$ cat src/rtl/fir_seq_ctrl_pkg.sv
// Shared types, defaults and address helpers for the FIR sequencer.
package fir_ctrl_pkg;

   typedef enum logic [2:0] {
      FLUSH = 3'd0,
      IDLE  = 3'd1,
      MAC   = 3'd2,
      DRAIN = 3'd3,
      CAP   = 3'd4,
      HOLD  = 3'd5
   } state_t;

   localparam int NTAPS_DEF   = 8;
   localparam int MAC_LAT_DEF = 2;

   // Circular decrement (a - k) mod n for a, k < n, correct for any n,
   // not only powers of two.
   function automatic int unsigned addr_wrap_dec(input int unsigned a,
                                                 input int unsigned k,
                                                 input int unsigned n);
      return (a >= k) ? (a - k) : (a + n - k);
   endfunction

endpackage

$ cat src/rtl/fir_seq_ctrl_if.sv
// Handshake and datapath-control bundle between the sequencer and its neighbours.
interface fir_seq_ctrl_if #(parameter int AW = 3);

   logic          s_valid;
   logic          s_ready;
   logic          flush;
   logic          wr_en;
   logic          wr_zero;
   logic [AW-1:0] wr_addr;
   logic [AW-1:0] rd_addr;
   logic [AW-1:0] coef_addr;
   logic          mac_clr;
   logic          mac_en;
   logic          acc_cap;
   logic          y_valid;
   logic          y_ready;
   logic          busy;

   modport master (
      input  s_valid, flush, y_ready,
      output s_ready, wr_en, wr_zero, wr_addr, rd_addr, coef_addr,
             mac_clr, mac_en, acc_cap, y_valid, busy
   );

   modport slave (
      output s_valid, flush, y_ready,
      input  s_ready, wr_en, wr_zero, wr_addr, rd_addr, coef_addr,
             mac_clr, mac_en, acc_cap, y_valid, busy
   );

endinterface

$ cat src/rtl/fir_seq_ctrl_counter.sv
// Modulo-N counter with synchronous clear and increment; wraps N-1 to 0.
module mod_counter #(
   parameter int N = 8,
   parameter int W = 3
) (
   input  logic         clk,
   input  logic         rst,
   input  logic         clr,
   input  logic         inc,
   output logic [W-1:0] q,
   output logic         last
);

   assign last = (q == W'(N - 1));

   // Clear has priority over increment; increment at the top value wraps.
   always_ff @(posedge clk or posedge rst) begin
      if (rst)
         q <= '0;
      else if (clr)
         q <= '0;
      else if (inc)
         q <= last ? '0 : q + 1'b1;
   end

endmodule

$ cat src/rtl/fir_seq_ctrl.sv
// Sequencer for a time-multiplexed single-MAC FIR: zero-fills the delay line,
// writes incoming samples, steps the MAC over all taps and hands out the result.
module fir_seq_ctrl
   import fir_ctrl_pkg::*;
#(
   parameter int NTAPS   = NTAPS_DEF,
   parameter int AW      = 3,
   parameter int MAC_LAT = MAC_LAT_DEF
) (
   input  logic                 clk,
   input  logic                 rst,
   fir_seq_ctrl_if.master       bus
);

   localparam int DCW = (MAC_LAT > 1) ? $clog2(MAC_LAT) : 1;

   state_t          state, state_nxt;
   logic [AW-1:0]   wr_ptr, tap, cur;
   logic [DCW-1:0]  dcnt;
   logic            ptr_clr, ptr_inc, ptr_last;
   logic            tap_clr, tap_inc, tap_last;
   logic            cur_load;

   mod_counter #(.N(NTAPS), .W(AW)) u_wr_ptr (
      .clk  (clk),
      .rst  (rst),
      .clr  (ptr_clr),
      .inc  (ptr_inc),
      .q    (wr_ptr),
      .last (ptr_last)
   );

   mod_counter #(.N(NTAPS), .W(AW)) u_tap (
      .clk  (clk),
      .rst  (rst),
      .clr  (tap_clr),
      .inc  (tap_inc),
      .q    (tap),
      .last (tap_last)
   );

   // State register; reset lands in FLUSH so the history is zeroed on release.
   always_ff @(posedge clk or posedge rst) begin
      if (rst)
         state <= FLUSH;
      else
         state <= state_nxt;
   end

   // Remember where the current sample was written; MAC reads walk back from it.
   always_ff @(posedge clk or posedge rst) begin
      if (rst)
         cur <= '0;
      else if (cur_load)
         cur <= wr_ptr;
   end

   // Counts cycles spent waiting for the MAC pipeline to empty.
   always_ff @(posedge clk or posedge rst) begin
      if (rst)
         dcnt <= '0;
      else if (state == DRAIN)
         dcnt <= dcnt + 1'b1;
      else
         dcnt <= '0;
   end

   // Next-state and strobe decode; everything is forced low while reset is held.
   always_comb begin
      state_nxt     = state;
      ptr_clr       = 1'b0;
      ptr_inc       = 1'b0;
      tap_clr       = 1'b0;
      tap_inc       = 1'b0;
      cur_load      = 1'b0;
      bus.s_ready   = 1'b0;
      bus.wr_en     = 1'b0;
      bus.wr_zero   = 1'b0;
      bus.wr_addr   = wr_ptr;
      bus.rd_addr   = cur;
      bus.coef_addr = '0;
      bus.mac_clr   = 1'b0;
      bus.mac_en    = 1'b0;
      bus.acc_cap   = 1'b0;
      bus.y_valid   = 1'b0;
      bus.busy      = (state != IDLE);

      unique case (state)
         FLUSH: begin
            bus.wr_en   = 1'b1;
            bus.wr_zero = 1'b1;
            bus.wr_addr = tap;
            tap_inc     = 1'b1;
            if (tap_last) begin
               ptr_clr   = 1'b1;
               state_nxt = IDLE;
            end
         end
         IDLE: begin
            bus.s_ready = ~bus.flush;
            if (bus.flush) begin
               tap_clr   = 1'b1;
               state_nxt = FLUSH;
            end else if (bus.s_valid) begin
               bus.wr_en = 1'b1;
               cur_load  = 1'b1;
               ptr_inc   = 1'b1;
               tap_clr   = 1'b1;
               state_nxt = MAC;
            end
         end
         MAC: begin
            bus.mac_en    = 1'b1;
            bus.mac_clr   = (tap == '0);
            bus.coef_addr = tap;
            bus.rd_addr   = AW'(addr_wrap_dec(32'(cur), 32'(tap), NTAPS));
            tap_inc       = 1'b1;
            if (tap_last)
               state_nxt = (MAC_LAT > 0) ? DRAIN : CAP;
         end
         DRAIN: begin
            if (dcnt == DCW'(MAC_LAT - 1))
               state_nxt = CAP;
         end
         CAP: begin
            bus.acc_cap = 1'b1;
            state_nxt   = HOLD;
         end
         HOLD: begin
            bus.y_valid = 1'b1;
            if (bus.y_ready)
               state_nxt = IDLE;
         end
         default: state_nxt = FLUSH;
      endcase

      if (rst) begin
         bus.s_ready   = 1'b0;
         bus.wr_en     = 1'b0;
         bus.wr_zero   = 1'b0;
         bus.wr_addr   = '0;
         bus.rd_addr   = '0;
         bus.coef_addr = '0;
         bus.mac_clr   = 1'b0;
         bus.mac_en    = 1'b0;
         bus.acc_cap   = 1'b0;
         bus.y_valid   = 1'b0;
         bus.busy      = 1'b0;
      end
   end

endmodule

$ cat src/flat_wrapper.sv
// flat-port wrapper written by rule: the top's interface ports become plain ports
module fir_seq_ctrl_flat import fir_ctrl_pkg::*;
#(
   parameter int NTAPS   = NTAPS_DEF,
   parameter int AW      = 3,
   parameter int MAC_LAT = MAC_LAT_DEF
)
  (clk, rst, bus_s_valid, bus_flush, bus_y_ready, bus_s_ready, bus_wr_en, bus_wr_zero, bus_wr_addr, bus_rd_addr, bus_coef_addr, bus_mac_clr, bus_mac_en, bus_acc_cap, bus_y_valid, bus_busy);
  fir_seq_ctrl_if #(.AW(AW)) bus_i ();
  input  logic clk;
  input  logic rst;
  input wire logic [$bits(bus_i.s_valid)-1:0] bus_s_valid;
  input wire logic [$bits(bus_i.flush)-1:0] bus_flush;
  input wire logic [$bits(bus_i.y_ready)-1:0] bus_y_ready;
  output wire logic [$bits(bus_i.s_ready)-1:0] bus_s_ready;
  output wire logic [$bits(bus_i.wr_en)-1:0] bus_wr_en;
  output wire logic [$bits(bus_i.wr_zero)-1:0] bus_wr_zero;
  output wire logic [$bits(bus_i.wr_addr)-1:0] bus_wr_addr;
  output wire logic [$bits(bus_i.rd_addr)-1:0] bus_rd_addr;
  output wire logic [$bits(bus_i.coef_addr)-1:0] bus_coef_addr;
  output wire logic [$bits(bus_i.mac_clr)-1:0] bus_mac_clr;
  output wire logic [$bits(bus_i.mac_en)-1:0] bus_mac_en;
  output wire logic [$bits(bus_i.acc_cap)-1:0] bus_acc_cap;
  output wire logic [$bits(bus_i.y_valid)-1:0] bus_y_valid;
  output wire logic [$bits(bus_i.busy)-1:0] bus_busy;
  assign bus_i.s_valid = bus_s_valid;
  assign bus_i.flush = bus_flush;
  assign bus_i.y_ready = bus_y_ready;
  assign bus_s_ready = bus_i.s_ready;
  assign bus_wr_en = bus_i.wr_en;
  assign bus_wr_zero = bus_i.wr_zero;
  assign bus_wr_addr = bus_i.wr_addr;
  assign bus_rd_addr = bus_i.rd_addr;
  assign bus_coef_addr = bus_i.coef_addr;
  assign bus_mac_clr = bus_i.mac_clr;
  assign bus_mac_en = bus_i.mac_en;
  assign bus_acc_cap = bus_i.acc_cap;
  assign bus_y_valid = bus_i.y_valid;
  assign bus_busy = bus_i.busy;
  fir_seq_ctrl #(.NTAPS(NTAPS), .AW(AW), .MAC_LAT(MAC_LAT)) u_core (.clk(clk), .rst(rst), .bus(bus_i));
endmodule
$ cat config.mk
export PLATFORM = sky130hd
export DESIGN_NAME = fir_seq_ctrl_flat
export DESIGN_NICKNAME = d
export VERILOG_FILES = /design/src/rtl/fir_seq_ctrl_pkg.sv /design/src/rtl/fir_seq_ctrl_if.sv /design/src/rtl/fir_seq_ctrl_counter.sv /design/src/rtl/fir_seq_ctrl.sv /design/src/flat_wrapper.sv
export SDC_FILE = /design/constraint.sdc
export NUM_CORES = 1
export LEC_CHECK = 0
export BUFFER_PORTS_ARGS = -buffer_cell sky130_fd_sc_hd__buf_2
export CAP_MARGIN = 20
export CORE_UTILIZATION = 50
export DETAILED_ROUTE_END_ITERATION = 10
export GPL_TIMING_DRIVEN = 0
export PLACE_DENSITY = 0.87
export SLEW_MARGIN = 20
export SYNTH_ARGS = -nofsm -noshare
export SYNTH_HDL_FRONTEND = slang
export SYNTH_SLANG_ARGS = --single-unit
export TNS_END_PERCENT = 50
$ cat constraint.sdc
create_clock -name clk -period 1.85 [get_ports clk]
set_clock_uncertainty 0.2 [all_clocks]
set_input_delay 0.0925 -clock clk [delete_from_list [all_inputs] [get_ports clk]]
set_output_delay 0.0925 -clock clk [all_outputs]
set_load 0.02 [all_outputs]
After elaboration in Yosys (flattened, before gate mapping)
Cells that the tools add are included.
Widths: inputs -> output; s select.
{"block": "word_totals", "ff_bits": 13}
{"block": "classes", "reduce_logical": 6, "magnitude_cmp": 1, "n_addsub": 6, "mux": 44, "bitwise": 1, "n_eq_ne": 13}
{"cell": "$mux 3", "count": 19}
{"cell": "$mux 1", "count": 23}
{"cell": "$pmux 3 s6", "count": 1}
{"cell": "$eq 3x3->1 const B", "count": 4}
{"cell": "$add 3x1->3 const B", "count": 3}
{"cell": "$eq 3x2->1 const B", "count": 2}
{"cell": "$logic_not 3->1", "count": 2}
{"cell": "$ne 2x2->1 const B", "count": 3}
{"cell": "$sub 3x3->3", "count": 2}
{"cell": "$reduce_and 5->1", "count": 1}
{"cell": "$reduce_bool 2->1", "count": 2}
{"cell": "$eq 3x1->1 const B", "count": 1}
{"cell": "$ge 3x3->1", "count": 1}
{"cell": "$ne 3x1->1 const B", "count": 1}
{"cell": "$ne 3x3->1 const B", "count": 1}
{"cell": "$ne 2x1->1 const B", "count": 1}
{"cell": "$pmux 1 s2", "count": 1}
{"cell": "$reduce_or 2->1", "count": 1}
{"cell": "$add 1x1->1 const B", "count": 1}
{"cell": "$not 1->1", "count": 1}

Depth between registers and ports, before layout
{"block": "depth", "word_depth": 5, "ltp_mapped": 7, "ltp_nobuf": 7}

Hierarchy
From an unflattened synthesis, not the netlist that was laid out.
{"block": "unflattened", "hier_cells": 94, "area_unflattened_um2": 897.1}
{"mod": "fir_seq_ctrl", "n_inst": 1, "seq_area_each_um2": 175.2, "cells_per_inst": 68, "area_each_um2": 586.8}
{"mod": "mod_counter", "n_inst": 2, "seq_area_each_um2": 75.1, "cells_per_inst": 13, "area_each_um2": 155.1}

Worst setup path after synthesis
Ideal clock, no wire load.
{"block": "synth_path", "kind": "reg2out", "startpoint": "register u_core.u_tap.q[0]", "endpoint": "output port bus_rd_addr[2]", "path_stages_with_launch": 7, "setup_slack_ns": 0.018, "arrival_ns": 1.539, "path_buffers": 0, "path_cell_list": "dfrtp_1 > ha_1 > inv_1 > fa_1 > xnor2_1 > a21oi_1 > a31o_1"}
{"block": "synth_between", "elab_chain_len": 4, "word_cells_on_any_way": 6}
{"element": "start: declaration", "line": "fir_seq_ctrl_counter.sv:10", "text": "output logic [W-1:0] q,"}
{"element": "start signal: assignment", "line": "fir_seq_ctrl_counter.sv:23", "text": "q <= last ? '0 : q + 1'b1;"}
{"element": "$sub 3x3->3 / $ge 3x3->1 (equally long branches)", "line": "fir_seq_ctrl_pkg.sv:21", "text": "return (a >= k) ? (a - k) : (a + n - k);"}
{"element": "$mux 3 (*)", "line": "fir_seq_ctrl_pkg.sv:21"}
{"element": "$mux 3 (*)", "line": "fir_seq_ctrl.sv:88", "text": "unique case (state)"}
{"element": "$mux 3 (*)", "line": "fir_seq_ctrl.sv:137", "text": "if (rst) begin"}
{"element": "end: declaration", "line": "flat_wrapper.sv:19", "text": "output wire logic [$bits(bus_i.rd_addr)-1:0] bus_rd_addr;"}
Mark *: on every way between the ends. The rest lies on a longest branch, timed or not.

Worst setup path in the final report
{"block": "layout_path", "startpoint": "register u_core.cur[0]", "endpoint": "output port bus_rd_addr[2]"}
{"block": "layout_between", "elab_chain_len": 5, "word_cells_on_any_way": 7}
{"element": "start: declaration", "line": "fir_seq_ctrl.sv:18", "text": "logic [AW-1:0] wr_ptr, tap, cur;"}
{"element": "start signal: assignment", "line": "fir_seq_ctrl.sv:55", "text": "cur <= wr_ptr;"}
{"element": "$add 3x1->3", "line": "fir_seq_ctrl_pkg.sv:21"}
{"element": "$sub 3x3->3", "line": "fir_seq_ctrl_pkg.sv:21"}
{"element": "$mux 3 (*)", "line": "fir_seq_ctrl_pkg.sv:21"}
{"element": "$mux 3 (*)", "line": "fir_seq_ctrl.sv:88"}
{"element": "$mux 3 (*)", "line": "fir_seq_ctrl.sv:137"}
Marks and branches as above.

==> impl_results.rst <==
.. list-table::
   :header-rows: 1

   * - Metric
     - Value
   * - Capture instance of the worst register-to-register path
     - u_core.u_wr_ptr.q[1]
   * - Cell taking the most area after synthesis
     - dfrtp_1
   * - Fin. max-slew vios
     - 0
   * - Worst relative slew slack
     - approximately 63%
   * - Cell at the root of the clock tree
     - clkbuf_4
   * - Sum of net half-perimeters after detailed placement
     - about 1.5 mm
   * - Wire length after detailed routing
     - 2.15 mm
   * - Number of global-route vias before repair
     - about 810
   * - Post-DR wirelength/cell
     - between 10 and 15 µm
   * - Most repeated cell in the gate-level netlist after synthesis
     - dfrtp_1
   * - Status
     - finished with violations
   * - Fraction of the cycle the final worst path needs
     - 115%
   * - CTS tree
     - yes
   * - Nets in the synthesized netlist
     - between 100 and 150
   * - Buffer depth of the longest clock path
     - 2
   * - Post-synth EDFFs
     - 0
   * - Starting density of the core
     - between 50% and 60%
   * - Register-to-register setup slack
     - -0.03 ns
   * - Average vias per placed instance
     - about 5.4
   * - Cells after DPL
     - 148
   * - Maximum frequency from static timing analysis
     - around 0.47 GHz
   * - Vertical die dimension
     - about 46 µm
   * - Warning count from the yosys run
     - 0
   * - Final ANT Viol Nets
     - 0
   * - All-layer global routing usage
     - between 20% and 30%
   * - Signed area change from the synthesized netlist to the final layout
     - 27.1%
   * - Hold Crit Class
     - primary input to register
   * - First-pass iteration count of the detailed router
     - 5
   * - Worst-skew pair later-pin latency
     - 0.28 ns
   * - Largest net degree at the start of global routing
     - 16
   * - Ys async rst share
     - 100%
   * - Crit path from
     - u_core.cur[0]
   * - Antenna Cells
     - 0
   * - Area of the die
     - ~2200 µm²
   * - Max IR drop VDD
     - ~0.75 mV
   * - Mean post-synth cell area
     - between 9 and 10 µm²
   * - LEAKAGE
     - about 0.65 nW
   * - Cell types with the highest counts after synthesis
     - 13 x dfrtp_1, 12 x nor2_1, 9 x mux2i_1
   * - Total of flip-flops plus latches after synthesis
     - 13
   * - Data arrival time of the critical path
     - between 1.5 and 2 ns
   * - Total number of H-tree levels
     - 1
   * - Flip-flop and latch area
     - 328 µm²
   * - Aggregate global routing overflow
     - 0
   * - Top post-synthesis cells by area
     - dfrtp_1 33%, mux2i_1 9.1%, ha_1 7.6%
   * - Number of antenna violations at the first check in global routing
     - 0
   * - Initial drt markers
     - 28
   * - Commonest register cell after synthesis
     - dfrtp_1
   * - Synthesized instance count
     - approximately 100
   * - Fill cell total of the finished layout
     - roughly 130
   * - Critical Path Fanout Max
     - 2
   * - Detailed-route DRC error count
     - 0
   * - Num Clock Sinks
     - 13
   * - Share of layout cells above drive strength 1
     - a little under two fifths
   * - Non-filler cells in the finished layout
     - approximately 160
   * - Sum Neg Setup Slack
     - -0.728 ns
   * - Area of the core
     - 1780 µm²
   * - Num CTS Buffers
     - 3
   * - Number of cell rows
     - 15
   * - Area of the multi-input gates
     - between 600 and 700 µm²
   * - # Max-Cap Violations
     - 0
   * - Layout Nets
     - 145
   * - R2R cell count
     - 6
   * - Global-route wire length before repair
     - ~3.4 mm
   * - Sequential-to-total area share from yosys stat
     - between 30 and 40%
   * - Endpoints failing hold
     - 0
   * - Cell area after synthesis
     - around 1000 µm²
   * - Num ports
     - 22
   * - Unrepaired setup endpoints after global routing
     - yes
   * - Quantity of I/O buffers inserted on ports
     - 21
   * - Vias post-DR
     - 840
   * - Power density over the cells
     - 1660 nW/µm²
   * - Setup Viol. Count Final
     - 8
   * - Post-route worst setup slack
     - -0.274 ns
   * - Number of unique standard cell types used by synthesis
     - 34
   * - Required time at the worst-slack endpoint
     - between 1.5 and 2 ns
   * - Worst-path clk slew
     - about 0.080 ns
   * - Clock period minus worst slack
     - approximately 2.1 ns
   * - Top-area cell type share of the netlist area
     - between 30% and 40%
   * - Startpoint kind of the worst setup timing path
     - register
   * - GP Congestion
     - 0.721
   * - Worst Setup End Kind
     - output port
   * - Slew at the pin closest to its max-slew limit
     - 0.560 ns
   * - Die boundary width
     - about 46 µm
   * - Critical path type
     - register to output port
   * - Termination of the worst setup path
     - bus_rd_addr[2]
   * - Reg-to-Reg Start
     - u_core.u_tap.q[0]
   * - Violated checks
     - setup timing
==> repair_timing <==
item / CTS / global route
buffers inserted: 3 / 0
setup endpoints to repair: 14 / 13
hold buffers: 2 / 0
hold endpoints to repair: 2 / 0
pin swaps: 5 / 2
gates resized for setup: 17 / 0
==> critical path: stages, from the launching register on <==
cell and delay [ns]:
dfrtp_1 0.40, inv_2 0.08, ha_4 0.12, inv_2 0.03, fa_2 0.34, xnor2_2 0.16
a21oi_1 0.09, a31o_1 0.21, buf_6 0.13
==> cell usage in the layout (no fill, tap or decap), types with 2 or more instances in the layout <==
| cell type | count |
|---|---|
| buf_2 | 20 |
| nor2_1 | 12 |
| dfrtp_1 | 11 |
| mux2i_1 | 9 |
| nand2_1 | 8 |
| buf_4 | 7 |
| inv_1 | 6 |
| ha_1 | 5 |
| and2_1 | 4 |
| a21oi_1 | 4 |
| mux2_2 | 3 |
| nand2b_1 | 3 |
| clkbuf_4 | 3 |
| buf_6 | 2 |
| nor2b_1 | 2 |
| nor3b_4 | 2 |
| nor3_1 | 2 |
| inv_2 | 2 |
| nor4_1 | 2 |
| o21ai_0 | 2 |
| dlygate4sd3_1 | 2 |
| dfrtp_2 | 2 |
==> state kept, by name, indices dropped and copies added, names as in the netlist <==
name and count:
u_core.cur 3, u_core.state 3, u_core.u_tap.q 3, u_core.u_wr_ptr.q 3, u_core.dcnt 1
==> power by group <==
part | switching (mW) | total (mW) | internal (mW)
sequential | 0.153 | 0.561 | 0.407
clock | 0.102 | 0.185 | 0.0838
combinational | 0.697 | 1.33 | 0.633
total | 0.952 | 2.08 | 1.12
==> kinds of logic after synthesis <==
logic type,Yosys count,share of synthesized area [%]
buf+inv,14,6.48
flops,13,33.0
mux,12,12.6
xor+xnor,1,0.890
simple gates,42,26.6
fa+ha+maj,7,9.66
compound gates,13,10.8
==> worst min-delay path by stage <==
stage	startpoint	end	slack (ns)	cells after the start
after global routing	bus_flush	u_core.state[0]	0.07	4
after CTS	bus_flush	u_core.state[0]	0.007	4
after floorplan	rst	u_core.cur[0]	0.03	2
after detailed placement	bus_flush	bus_s_ready	0.27	3
after global placement	bus_y_ready	u_core.state[2]	0.27	3
final	bus_flush	u_core.state[0]	0.03	4
==> stage by stage <==
stage               instance area (µm²)  hold WS [ns]  total power [mW]  utilization, %  worst slack (ns)
floorplan                           985        0.0305              1.43               -            0.0183
global placement                   1120         0.265              1.65            62.9            -0.153
detailed placement                 1120         0.274              1.71            62.9            -0.232
CTS                                1250       0.00682              2.08            70.2            -0.304
global route                       1250        0.0668              2.25            70.2            -0.323
finish                             1250        0.0307              2.08            70.2            -0.274
==> metal layers <==
metal,up-vias,wire length [µm],GRT usage [%]
met5,-,0,0
met4,0,25,7.06
met3,4,78,2.35
met2,25,1070,39.7
met1,401,981,29.0
li1,410,-,-
==> layout make-up <==
type | count | share of cell area, %
Multi-Input combinational cell | 75 | 50.9
Sequential cell | 13 | 26.2
Timing Repair Buffer | 26 | 12.9
Buffer | 6 | 3.00
Tap cell | 25 | 2.50
Inverter | 8 | 2.40
Clock buffer | 4 | 2.10
Power figures use the tool's default switching activity.
